[src/rtl/irq_hst_ctrl_mc_pkg.sv]
// Shared TLP codes, register selectors, FSM state type and payload byte-swap
// for the host interrupt-control decoder.
package irq_hst_ctrl_mc_pkg;

  localparam logic [6:0] MEM_WR32_FMT_TYPE = 7'b10_00000;
  localparam logic [6:0] MEM_WR64_FMT_TYPE = 7'b11_00000;

  typedef enum logic [1:0] {
    REG_EN   = 2'd0,
    REG_DIS  = 2'd1,
    REG_THR  = 2'd2,
    REG_RSVD = 2'd3
  } reg_sel_e;

  typedef enum logic [1:0] {
    ST_IDLE,
    ST_A32,
    ST_A64,
    ST_DATA
  } state_e;

  function automatic logic [31:0] dw_endian_conv(input logic [31:0] d);
    return {d[7:0], d[15:8], d[23:16], d[31:24]};
  endfunction

endpackage

[src/rtl/irq_hst_reg_dec.sv]
// Combinational decode of one payload DW into per-channel EN/DIS/THR write
// one-hots plus the threshold value carried by the (already byte-swapped) DW.
module irq_hst_reg_dec
  import irq_hst_ctrl_mc_pkg::*;
#(
  parameter int unsigned NUM_CH   = 4,
  parameter logic [5:0]  REG_BASE = 6'h10,
  parameter int unsigned THR_W    = 30
) (
  input  logic [5:0]        dw_addr_i,
  input  logic [31:0]       dw_i,
  input  logic              valid_i,
  output logic [NUM_CH-1:0] en_o,
  output logic [NUM_CH-1:0] dis_o,
  output logic [NUM_CH-1:0] thr_wr_o,
  output logic [THR_W-1:0]  thr_o
);

  logic [5:0] off;
  logic [3:0] ch;
  reg_sel_e   rsel;
  logic       unused_dw;

  assign unused_dw = ^dw_i;
  assign thr_o     = dw_i[THR_W+1:2];

  always_comb begin
    en_o     = '0;
    dis_o    = '0;
    thr_wr_o = '0;
    off      = dw_addr_i - REG_BASE;
    ch       = off[5:2];
    rsel     = reg_sel_e'(off[1:0]);
    // Addresses below REG_BASE would wrap into a valid-looking offset; reject them first.
    if (valid_i && (dw_addr_i >= REG_BASE)) begin
      for (int unsigned c = 0; c < NUM_CH; c++) begin
        if ({28'd0, ch} == c) begin
          case (rsel)
            REG_EN:  en_o[c]     = 1'b1;
            REG_DIS: dis_o[c]    = 1'b1;
            REG_THR: thr_wr_o[c] = 1'b1;
            default: ;
          endcase
        end
      end
    end
  end

endmodule

[src/rtl/irq_hst_ctrl_mc.sv]
// Host interrupt-control register decoder: snoops TRN rx MWr32/MWr64 TLPs on one
// BAR and turns writes to per-channel EN/DIS/THR registers into IRQ controls.
module irq_hst_ctrl_mc
  import irq_hst_ctrl_mc_pkg::*;
#(
  parameter int unsigned       BARHIT   = 2,
  parameter int unsigned       NUM_CH   = 4,
  parameter logic [5:0]        REG_BASE = 6'h10,
  parameter int unsigned       THR_W    = 30,
  parameter logic [THR_W-1:0]  THR_RST  = '0
) (
  input  logic                      clk,
  input  logic                      rst,
  input  logic [63:0]               trn_rd,
  input  logic [7:0]                trn_rrem_n,
  input  logic                      trn_rsof_n,
  input  logic                      trn_reof_n,
  input  logic                      trn_rsrc_rdy_n,
  input  logic [6:0]                trn_rbar_hit_n,
  output logic [NUM_CH-1:0]         irq_en,
  output logic [NUM_CH-1:0]         irq_dis,
  output logic [NUM_CH*THR_W-1:0]   irq_thr,
  output logic [NUM_CH-1:0]         irq_thr_upd
);

  state_e                    state_q;
  logic [10:0]               len_q;
  logic [5:0]                dw_addr_q;
  logic [NUM_CH-1:0]         irq_en_q, irq_dis_q, irq_thr_upd_q;
  logic [NUM_CH*THR_W-1:0]   irq_thr_q;

  logic        beat, sof, eof, hit, unused_bar;
  logic [10:0] hdr_len;
  logic        hi_vld, lo_vld;
  logic [5:0]  hi_addr, lo_addr;
  logic [1:0]  dw_cnt;
  logic [31:0] hi_dw, lo_dw;

  logic [NUM_CH-1:0] en_hi, dis_hi, thr_wr_hi, en_lo, dis_lo, thr_wr_lo;
  logic [THR_W-1:0]  thr_hi, thr_lo;

  assign unused_bar = ^trn_rbar_hit_n;

  always_comb begin
    beat    = ~trn_rsrc_rdy_n;
    sof     = ~trn_rsof_n;
    eof     = ~trn_reof_n;
    hit     = ~trn_rbar_hit_n[BARHIT];
    hdr_len = {trn_rd[41:32] == 10'd0, trn_rd[41:32]};
    hi_dw   = dw_endian_conv(trn_rd[63:32]);
    lo_dw   = dw_endian_conv(trn_rd[31:0]);
    hi_vld  = 1'b0;
    lo_vld  = 1'b0;
    hi_addr = dw_addr_q;
    lo_addr = dw_addr_q + 6'd1;
    if (beat && !sof) begin
      case (state_q)
        ST_A32: begin
          lo_vld  = 1'b1;
          lo_addr = trn_rd[39:34];
        end
        ST_DATA: begin
          hi_vld = 1'b1;
          lo_vld = (len_q > 11'd1) && !(eof && (trn_rrem_n == 8'h0F));
        end
        default: ;
      endcase
    end
    dw_cnt = lo_vld ? 2'd2 : 2'd1;
  end

  irq_hst_reg_dec #(.NUM_CH(NUM_CH), .REG_BASE(REG_BASE), .THR_W(THR_W)) u_dec_hi (
    .dw_addr_i (hi_addr),
    .dw_i      (hi_dw),
    .valid_i   (hi_vld),
    .en_o      (en_hi),
    .dis_o     (dis_hi),
    .thr_wr_o  (thr_wr_hi),
    .thr_o     (thr_hi)
  );

  irq_hst_reg_dec #(.NUM_CH(NUM_CH), .REG_BASE(REG_BASE), .THR_W(THR_W)) u_dec_lo (
    .dw_addr_i (lo_addr),
    .dw_i      (lo_dw),
    .valid_i   (lo_vld),
    .en_o      (en_lo),
    .dis_o     (dis_lo),
    .thr_wr_o  (thr_wr_lo),
    .thr_o     (thr_lo)
  );

  always_ff @(posedge clk) begin
    if (rst) begin
      state_q       <= ST_IDLE;
      len_q         <= '0;
      dw_addr_q     <= '0;
      irq_en_q      <= '0;
      irq_dis_q     <= '0;
      irq_thr_upd_q <= '0;
      for (int unsigned c = 0; c < NUM_CH; c++) irq_thr_q[c*THR_W +: THR_W] <= THR_RST;
    end else begin
      irq_en_q      <= en_hi | en_lo;
      irq_thr_upd_q <= thr_wr_hi | thr_wr_lo;
      // The lo DW is the higher-addressed one, so it takes priority within a beat.
      for (int unsigned c = 0; c < NUM_CH; c++) begin
        if (dis_lo[c])      irq_dis_q[c] <= 1'b1;
        else if (en_lo[c])  irq_dis_q[c] <= 1'b0;
        else if (dis_hi[c]) irq_dis_q[c] <= 1'b1;
        else if (en_hi[c])  irq_dis_q[c] <= 1'b0;
        if (thr_wr_lo[c])      irq_thr_q[c*THR_W +: THR_W] <= thr_lo;
        else if (thr_wr_hi[c]) irq_thr_q[c*THR_W +: THR_W] <= thr_hi;
      end
      if (beat) begin
        if (sof) begin
          state_q <= ST_IDLE;
          len_q   <= hdr_len;
          if (hit && (trn_rd[3:0] != 4'h0)) begin
            if (trn_rd[62:56] == MEM_WR32_FMT_TYPE)      state_q <= ST_A32;
            else if (trn_rd[62:56] == MEM_WR64_FMT_TYPE) state_q <= ST_A64;
          end
        end else begin
          case (state_q)
            ST_A32: begin
              if ((len_q > 11'd1) && !eof) begin
                state_q   <= ST_DATA;
                len_q     <= len_q - 11'd1;
                dw_addr_q <= trn_rd[39:34] + 6'd1;
              end else begin
                state_q <= ST_IDLE;
              end
            end
            ST_A64: begin
              dw_addr_q <= trn_rd[7:2];
              state_q   <= eof ? ST_IDLE : ST_DATA;
            end
            ST_DATA: begin
              len_q     <= len_q - {9'd0, dw_cnt};
              dw_addr_q <= dw_addr_q + {4'd0, dw_cnt};
              if (eof || (len_q <= {9'd0, dw_cnt})) state_q <= ST_IDLE;
            end
            default: state_q <= ST_IDLE;
          endcase
        end
      end
    end
  end

  assign irq_en      = irq_en_q;
  assign irq_dis     = irq_dis_q;
  assign irq_thr     = irq_thr_q;
  assign irq_thr_upd = irq_thr_upd_q;

endmodule

[config.mk]
export PLATFORM = sky130hd
export DESIGN_NAME = irq_hst_ctrl_mc
export DESIGN_NICKNAME = d
export VERILOG_FILES = /design/src/rtl/irq_hst_ctrl_mc_pkg.sv /design/src/rtl/irq_hst_reg_dec.sv /design/src/rtl/irq_hst_ctrl_mc.sv
export SDC_FILE = /design/constraint.sdc
export NUM_CORES = 1
export LEC_CHECK = 0
export BUFFER_PORTS_ARGS = -buffer_cell sky130_fd_sc_hd__buf_2
export CORE_MARGIN = 8
export CORE_UTILIZATION = 59
export CTS_BUF_LIST = sky130_fd_sc_hd__clkbuf_8
export CTS_CLUSTER_SIZE = 10
export DETAILED_ROUTE_END_ITERATION = 6
export PLACE_DENSITY = 0.95
export SLEW_MARGIN = 20
export SYNTH_ARGS = -nofsm -noshare
export SYNTH_HDL_FRONTEND = slang
export SYNTH_HIERARCHICAL = 1
export SYNTH_SLANG_ARGS = --single-unit
[constraint.sdc]
create_clock -name clk -period 6.6 [get_ports clk]
set_input_delay 1.32 -clock clk [delete_from_list [all_inputs] [get_ports clk]]
set_output_delay 1.32 -clock clk [all_outputs]
set_load 0.1 [all_outputs]
* Word level (Yosys, flattened, before mapping)
Cells that the tools add are included.
** Cells by class
- $add $sub $neg :: 7
- $lt $le $gt $ge :: 4
- Equality and inequality tests :: 20
- Muxes and demuxes :: 80
- Bitwise gates (word level) :: 5
- Reduce and logical (&&, ||, !) cells :: 27
** Operator list (count)
- 30-bit 2-to-1 mux :: 8
- 1-bit 2-to-1 mux :: 49
- 4-bit 2-to-1 mux :: 6
- 11-bit 2-to-1 mux :: 2
- 11-bit one-hot mux with 2 select lines :: 1
- 4-bit nonzero test :: 5
- 6-bit 2-to-1 mux :: 3
- 6-bit one-hot mux with 3 select lines :: 1
- 4-bit by 2-bit equality test with 1-bit output, second input constant :: 4
- 2-bit 2-to-1 mux :: 8
- 7-bit equality test, second input constant :: 2
- 6-bit by 1-bit adder with 6-bit output, second input constant :: 2
- 6-bit by 5-bit greater-or-equal comparator with 1-bit output, second input constant :: 2
- 6-bit by 5-bit subtractor with 6-bit output, second input constant :: 2
- 11-bit by 1-bit greater-than comparator with 1-bit output, second input constant :: 1
- 11-bit by 2-bit less-or-equal comparator with 1-bit output :: 1
- 11-bit by 1-bit subtractor with 11-bit output, second input constant :: 1
- 11-bit by 2-bit subtractor with 11-bit output :: 1
- 10-bit zero test :: 1
- 2-bit equality test, second input constant :: 4
- 4-bit by 1-bit equality test with 1-bit output, second input constant :: 2
- 8-bit by 4-bit equality test with 1-bit output, second input constant :: 1
- 4-bit zero test :: 2
- 4-bit OR :: 2
- 17 further kinds :: 32
** Word-level totals
- Register bits after elaboration :: 151
- Input port bits :: 84
- Output and inout port bits :: 132
- Logic and storage cells :: 156

* Longest topological paths before layout
Gate-level depths: netlist of run 1.
- Depth in word-level cells :: 12
- Gate-level depth with buffers :: 14
- Gate-level depth less buffers :: 13

* Modules after synthesis
Netlist of run 1, hierarchy kept.
** Modules (own cells, without submodules)
- irq_hst_ctrl_mc :: instances 1, cells an instance 942, area each 7488.4 µm², seq. area each 3022.9 µm²
- irq_hst_reg_dec at u_dec_lo :: instances 1, cells an instance 51, area each 381.6 µm², seq. area each 0.0 µm²
- irq_hst_reg_dec at u_dec_hi :: instances 1, cells an instance 51, area each 376.6 µm², seq. area each 0.0 µm²

* Least setup slack after synthesis of run 1
Ideal clock, no wire load.
- Path type :: input to register
- From :: input trn_rsof_n
- To :: register irq_thr_q[0], in the netlist irq_thr[0]
- Setup time :: 128 ps
- Arrival time :: 3472 ps
- Data required time :: 6472 ps
- Setup slack :: 3001 ps
- Cell stages on the path :: 13
- Path buffers :: 3
- Cell sequence :: inv_1 -> nor2_1 -> nand2_1 -> clkbuf_1 -> nor2_1 -> a21oi_1 -> or4b_4 -> nor4_2 -> clkbuf_1 -> clkbuf_1 -> nor2_1 -> a21oi_1 -> nor2_1
** On the way
- Elaborated cells between the ends (all ways) :: 16
- Those cells by class :: add/sub (1); order compare (1); eq/ne (1); mux (8); reduce/logical (5)
** RTL lines
- start, declared :: line irq_hst_ctrl_mc.sv:16 : input logic trn_rsof_n,
- 1-bit logical AND * :: line irq_hst_ctrl_mc.sv:56 : if (beat && !sof) begin
- 6-bit 2-to-1 mux * :: line irq_hst_ctrl_mc.sv:56
- named net lo_addr[4] :: line irq_hst_ctrl_mc.sv:35 : logic [5:0] hi_addr, lo_addr;
- 6-bit by 5-bit subtractor with 6-bit output :: line irq_hst_reg_dec.sv:31 : off = dw_addr_i - REG_BASE;
- 4-bit zero test :: line irq_hst_reg_dec.sv:37 : if ({28'd0, ch} == c) begin
- 1-bit 2-to-1 mux :: line irq_hst_reg_dec.sv:37
- 4-bit 2-to-1 mux * :: line irq_hst_reg_dec.sv:35 : if (valid_i && (dw_addr_i >= REG_BASE)) begin
- named net thr_wr_lo[0] :: line irq_hst_ctrl_mc.sv:39 : logic [NUM_CH-1:0] en_hi, dis_hi, thr_wr_hi, en_lo, dis_lo, thr_wr_lo;
- 30-bit 2-to-1 mux or 2-bit nonzero test (tied branches)
- end signal, assigned by index :: line irq_hst_ctrl_mc.sv:110 : if (thr_wr_lo[c]) irq_thr_q[c*THR_W +: THR_W] <= thr_lo;
- end signal, assigned by index :: line irq_hst_ctrl_mc.sv:111 : else if (thr_wr_hi[c]) irq_thr_q[c*THR_W +: THR_W] <= thr_hi;
- end, declared :: line irq_hst_ctrl_mc.sv:30 : logic [NUM_CH*THR_W-1:0] irq_thr_q;
Mark *: on every way through the listed nets, which the timed path passes. The rest lies on a longest branch.
A chain may end at the register's enable or synchronous reset.

* Worst setup path after layout of run 1
- From :: input trn_rsof_n
- To :: register irq_thr_q[10], in the netlist irq_thr[10]
** On the way
- Longest elaborated chain between the ends :: 8
- Elaborated cells between the ends (all ways) :: 16
- Those cells by class :: add/sub (1); order compare (1); eq/ne (1); mux (8); reduce/logical (5)
** Ends and longest elaborated chain
- 1-bit logical AND * :: line irq_hst_ctrl_mc.sv:56
- 6-bit 2-to-1 mux * :: line irq_hst_ctrl_mc.sv:56
- named net lo_addr[1] :: line irq_hst_ctrl_mc.sv:35
- 6-bit by 5-bit subtractor with 6-bit output :: line irq_hst_reg_dec.sv:31
- 2-bit equality test :: line irq_hst_reg_dec.sv:38 : case (rsel)
- 1-bit 2-to-1 mux :: line irq_hst_reg_dec.sv:38
- 1-bit 2-to-1 mux :: line irq_hst_reg_dec.sv:37
- 4-bit 2-to-1 mux * :: line irq_hst_reg_dec.sv:35
- named net thr_wr_lo[0] :: line irq_hst_ctrl_mc.sv:39
- 30-bit 2-to-1 mux or 2-bit nonzero test (tied branches)
Marks and branches as above.

==> metrics.txt, run 1 <==
CP arrival about 5 ns; Initial Util about three fifths; Post-synth EDFFs 0; post-synthesis adder-cell area fraction 2.306%; Hold Path Class flop to flop; placement row count 43; Critical R2R Capture irq_thr[10]; pin count of the biggest net entering global routing 96; # resized after CTS 0; hpwl dp 16580 um; simple-gate share of the synthesized area roughly a fifth; Final Critical Period 4.777 ns; First DRT Iteration DRCs 654; Final Setup Violations 0; top-count cell post-synth nor2_1; post-DR vias/cell a little under 6; WS Path Type input pin to flop; Final nets ~1200; post-synthesis xor/xnor area fraction less than 1%; IO Port Bufs approximately 210; vias in the first global route 7712; dominant synthesized flop cell dfxtp_1; IO Pins 216; LEAKAGE ~4.0 nW; critical path peak fanout 57; fin crit share ~72%; Startpoint Class input pin; pwr/cell area 200.3 nW/um^2; layout cells sized above 1 between 20% and 30%; hold depth 2; Post-Syn Nets between 1000 and 1500; Critical Path Sink Type flop; Core Area 13770 sq um; FFs w/ async S/R, synth 0%; post-synthesis mux area share 14.81%; Final Hold Vio Count 0; TritonCTS clock tree done; hold_buf cts 0; Synth area leader dfxtp_1; DRC viols 0; Post-DRT Antenna Nets 0; cell area after synthesis ~8000 sq um; Yosys warnings 6; Die Span Y around 130 um; Final Max Tran Viols 0; CTS Buf Count 17; Max-cap violations 0; worst r2r src state_q[0]; post-CTS setup buffers 0; f_max roughly 210 MHz; hold endpoint len_q[10]; fin area approximately 9300 sq um; largest family of logic cells by synthesized area simple AND/OR/NAND/NOR gates; Area growth syn-to-layout 13.28%; post-synthesis sequential area ratio between 30% and 40%; dpl cell area about 9000 sq um; outcome finished, final reports clean; R2R Setup Slk between 2 and 3 ns; #FFs+latches synth 151; chip width roughly 130 um; clock skew roughly 0.0085 ns; CTS max path bufs 2; Hold Startpoint len_q[10]; # clock sinks 151; Clock Latency Late Sink ~0.45 ns; GRT overflow 0; first-pass GRT wire length ~39000 um; reg2reg path depth 11; post-synthesis compound-gate area fraction 14.06%; CTS clk-pin slew, worst paths about 0.090 ns; maximum vdd ir drop 0.1797 mV; Synth area leaders dfxtp_1, mux2i_1, nor2_1, a21oi_1, buf_4; antenna violations before repair 0; GRT Total Usage 26.80%; commonest cells in the netlist nor2_1, a21oi_1, dfxtp_1; drt wl/cell 18.61 um; DR vias just under 8000; dpl cells between 1000 and 1500; Final Util between 60 and 70%; GPL Wtd Cong about 0.90; RSZ-0062 raised after global routing false; Total Wirelength between 20000 and 25000 um; H-tree levels 4; Worst Path Required 6.90 ns; post-route setup TNS 0 ns; Synth top area share a little over a third; root buffer cell clkbuf_8; Avg Cell Area, Syn a little under 8 sq um; First-pass DRT Iterations 6; Slew headroom about a third; Finished Layout Cells roughly 1300; worst-margin pin slew between 1 and 1.5 ns; die area ~18000 sq um; Post-Syn Instances 1044; ANT cells 0; Yosys cell types 55
==> worst max-delay path, cell delays in order <==
cell and delay, ns:
buf_2 0.29, inv_1 0.39, nor2_1 0.30, nand2_1 0.29, o21ai_0 0.68, inv_1 0.29, nor4_4 0.52, buf_4 0.58
nor2_1 0.11, a21oi_1 0.19, nor2_1 0.07
==> per-stage QoR <==
| step | power [mW] | worst slack [ns] | hold slack (ns) |
|---|---|---|---|
| 2_1_floorplan | 1.073 | 3.001 | 0.4544 |
| 3_3_place_gp | 1.100 | 1.691 | 0.4659 |
| 3_5_place_dp | 1.104 | 1.586 | 0.4845 |
| 4_1_cts | 1.868 | 2.022 | 0.4973 |
| 5_1_grt | 1.925 | 1.641 | 0.5293 |
| 6_report | 1.871 | 1.823 | 0.4980 |
==> worst max path at each step <==
| stage | start | end | slack [ns] | cells past startpoint |
|---|---|---|---|---|
| 3_5_place_dp | trn_rsof_n | irq_thr[5] | 1.59 | 11 |
| 5_1_grt | trn_rsof_n | irq_thr[9] | 1.64 | 11 |
| 4_1_cts | trn_rsof_n | irq_thr[9] | 2.02 | 11 |
| 6_report | trn_rsof_n | irq_thr[10] | 1.82 | 11 |
| 2_1_floorplan | trn_rsof_n | irq_thr[0] | 3.00 | 13 |
| 3_3_place_gp | trn_rsof_n | irq_thr[5] | 1.69 | 11 |
==> power by group <==
part           switching (mW)  internal [mW]
sequential             0.0101          0.917
combinational           0.106         0.0566
clock                   0.364          0.419
==> cells by family (layout without fill, tap and decap cells) <==
| kind of cell | Yosys count | count (layout) |
|---|---|---|
| flops | 151 | 151 |
| buf+inv | 154 | 270 |
| xor+xnor | 8 | 8 |
| compound gates | 205 | 205 |
| simple gates | 390 | 390 |
| fa+ha+maj | 14 | 14 |
| mux | 122 | 122 |
==> cell type report <==
cell class	count	area [sq um]
clock buffer	18	247.7
clock inverter	13	180.2
fill	1042	4432
inverter	19	71.32
multi-input combinational	739	4458
sequential	151	3023
tap	180	225.2
timing repair buffer	220	1136
==> placed cells by master (no fill, tap or decap), drive strengths merged, types with 3 or more instances in the layout <==
cell type and instances:
clkbuf 18, ha 12, nand3 8, nor4 19
nand4bb 4, xnor2 4, nor3 18, clkinv 5
nor2 287, dfxtp 151, a211oi 8, inv 21
or4 3, nor2b 6, nand2b 10, buf 220
o32ai 5, a31oi 3, a21o 8, a21oi 151
a221oi 3, mux2i 122, xor2 4, o21ai 14
nand2 17, bufinv 4, nand4 7, nand4b 3
==> routing by layer <==
| metal | share of wire [%] | vias to the layer above | GRT usage, % |
|---|---|---|---|
| met5 | 0 | - | 0 |
| met4 | 3.6 | 0 | 12.66 |
| met3 | 12 | 89 | 9.761 |
| met2 | 48 | 432 | 43.73 |
| met1 | 37 | 3671 | 30.54 |
| li1 | - | 3711 | - |
==> registers in the layout, summed over array words and instances (netlist names) <==
name / flops
irq_thr: 120
state_q: 2
len_q: 11
irq_dis: 4
dw_addr_q: 6
irq_en: 4
irq_thr_upd: 4
(Power assumes the default switching activity.)
==> run 2, diff against run 1 <==
Settings changed: ABC_AREA set to 1, CORE_UTILIZATION 59 to 50, PLACE_DENSITY 0.95 to 0.86.
Clock period 6.6 ns to 4 ns, I/O delays scaled along.
==> run 2 against run 1 <==
Net effect:
- critical path depth up 2
- sequential power rose by 65%
- clock-buffer cell count increased by 1
- largest cell class unchanged
- largest power group unchanged
==> metrics.txt, run 2 <==
post-route setup TNS 0 ns; LEAKAGE between 4 and 5 nW; post-synthesis mux area share 0%; Synth area leaders dfxtp_1, a21oi_1, nand2_1, nor2_1, buf_4; Core Area 16470 sq um; Synth area leader dfxtp_1; RSZ-0062 raised after global routing false; GRT Total Usage around 25%; Post-DRT Antenna Nets 0; largest family of logic cells by synthesized area simple AND/OR/NAND/NOR gates; Post-Syn Nets roughly 1400; first-pass GRT wire length between 40000 and 50000 um; Avg Cell Area, Syn between 6 and 7 sq um; Post-Syn Instances roughly 1300; Total Wirelength roughly 27000 um; Synth top area share 36.26%; # resized after CTS 0; Final Hold Vio Count 0; Slew headroom ~29%; CTS Buf Count 17; CP arrival about 3.7 ns; hold_buf cts 0; Final Max Tran Viols 0; fin area ~9600 sq um; most frequent cells in the layout nand2_1, a21oi_1, buf_2, nor2_1, dfxtp_1; Post-synth EDFFs 0; outcome finished, final reports clean; IO Port Bufs 207; Clock Latency Late Sink between 0.4 and 0.5 ns; chip width between 100 and 150 um; Yosys warnings 6; cell area after synthesis ~8300 sq um; GPL Wtd Cong roughly 0.93; f_max around 300 MHz; worst-margin pin slew approximately 1.1 ns; vias in the first global route 8180; WS Path Type input pin to flop; hpwl dp about 19000 um; layout cells sized above 1 a little over a fifth; fin crit share ~84%; GRT overflow 0; die area about 21000 sq um; Initial Util 50.63%; First-pass DRT Iterations 5; post-synthesis compound-gate area fraction a little under a fifth; antenna violations before repair 2; placement row count 47; Area growth syn-to-layout 14.62%; most common cell after layout, fill and taps aside nand2_1; clock skew 0.01239 ns; Worst Path Required around 4.3 ns; total power roughly 3 mW; # clock sinks approximately 150; #FFs+latches synth approximately 150; Filler cells about 1600; DRC viols 0; CTS max path bufs 2; post-synthesis sequential area ratio 36.26%; pwr/cell area 311.5 nW/um^2; cell repeated most along the worst path nor2_4; pin count of the biggest net entering global routing 53; maximum vdd ir drop between 0.15 and 0.2 mV; max incr delay on CP 0.77 ns; critical path's slowest cell nor2_4; Yosys cell types 33; Final nets 1503; post-place setup slack between 0.2 and 0.3 ns; Final Critical Period around 3.4 ns; First DRT Iteration DRCs between 700 and 800; IO Pins approximately 220; dpl cell area about 9200 sq um; final worst slack approximately 0.63 ns; dominant synthesized flop cell dfxtp_1; H-tree levels 4; post-synthesis xor/xnor area fraction less than 1%; max reg flops 120; simple-gate share of the synthesized area about 30%; Startpoint Class input pin; post-DR vias/cell between 5 and 6; commonest cells in the netlist nand2_1, a21oi_1, nor2_1; Critical Path Sink Type flop; post-CTS setup buffers 0; top-count cell post-synth nand2_1; root buffer cell clkbuf_8; Hold Path Class flop to flop; CTS clk-pin slew, worst paths approximately 0.080 ns; Die Span Y between 100 and 150 um; crit-path cells buf_2, inv_1, nor2_4, nand2_1, o21ai_0, nor2_1, nand2_1, nor2_4, nor2_4, buf_4, a21oi_1, a21oi_1, nor2_1; FFs w/ async S/R, synth 0%; Max-cap violations 0; DR vias approximately 9000; TritonCTS clock tree done; critical path peak fanout between 40 and 50; post-synthesis adder-cell area fraction around 2.3%; Final Setup Violations 0; drt wl/cell about 17 um; Hold Slack approximately 0.48 ns
[run 2: worst paths after layout]
check	from	depth (start not counted)	slack, ns	endpoint
max	trn_rsof_n	13	0.63	irq_thr[24]
min	irq_dis[2]	2	0.48	irq_dis[2]
max reg2reg	state_q[1]	12	0.71	irq_thr[24]
min reg2reg	irq_dis[2]	2	0.48	irq_dis[2]
[run 2: power by group]
group / internal (mW) / switching, mW / total [mW]
registers: 1.51 / 0.0159 / 1.53
logic: 0.114 / 0.221 / 0.335
clock network: 0.520 / 0.592 / 1.11
total: 2.15 / 0.829 / 2.98
[run 2: layer usage]
layer | vias to the layer above | global-route usage, % | share of wire (%)
li1 | 4323 | - | -
met1 | 4060 | 29.74 | 42
met2 | 460 | 41.31 | 46
met3 | 64 | 6.405 | 9.4
met4 | 0 | 11.50 | 3.0
met5 | - | 0 | 0
[run 2: critical path: cells and delay by family]
family / cells / cell delay (ns)
simple gates: 7 / 1.64
buf+inv: 3 / 0.54
compound gates: 3 / 0.70
[run 2: cell type report]
class / instances / area (sq um) / share of cell area, %
diodes: 2 / 5.005 / 0.05238
clock buffers: 19 / 261.5 / 2.737
clock inverters: 12 / 105.1 / 1.100
inverters: 66 / 247.7 / 2.593
multi-input cells: 939 / 4377 / 45.80
flip-flops and latches: 151 / 3023 / 31.64
well taps: 220 / 275.3 / 2.881
repair buffers: 230 / 1261 / 13.20
[run 2: kinds of logic after synthesis]
family	Yosys count
buffers and inverters	202
adder cells (fa/ha/maj)	14
AND/OR/NAND/NOR	613
flip-flops	151
XOR/XNOR	8
AO/OA/AOI/OAI	304
[run 2: stage by stage]
step                      std cells  utilization, %
after floorplan                1292               -
after global placement         1606           55.78
after detailed placement       1606           55.78
after CTS                      1637           58.00
after global routing           1639           58.03
final                          1639           58.03
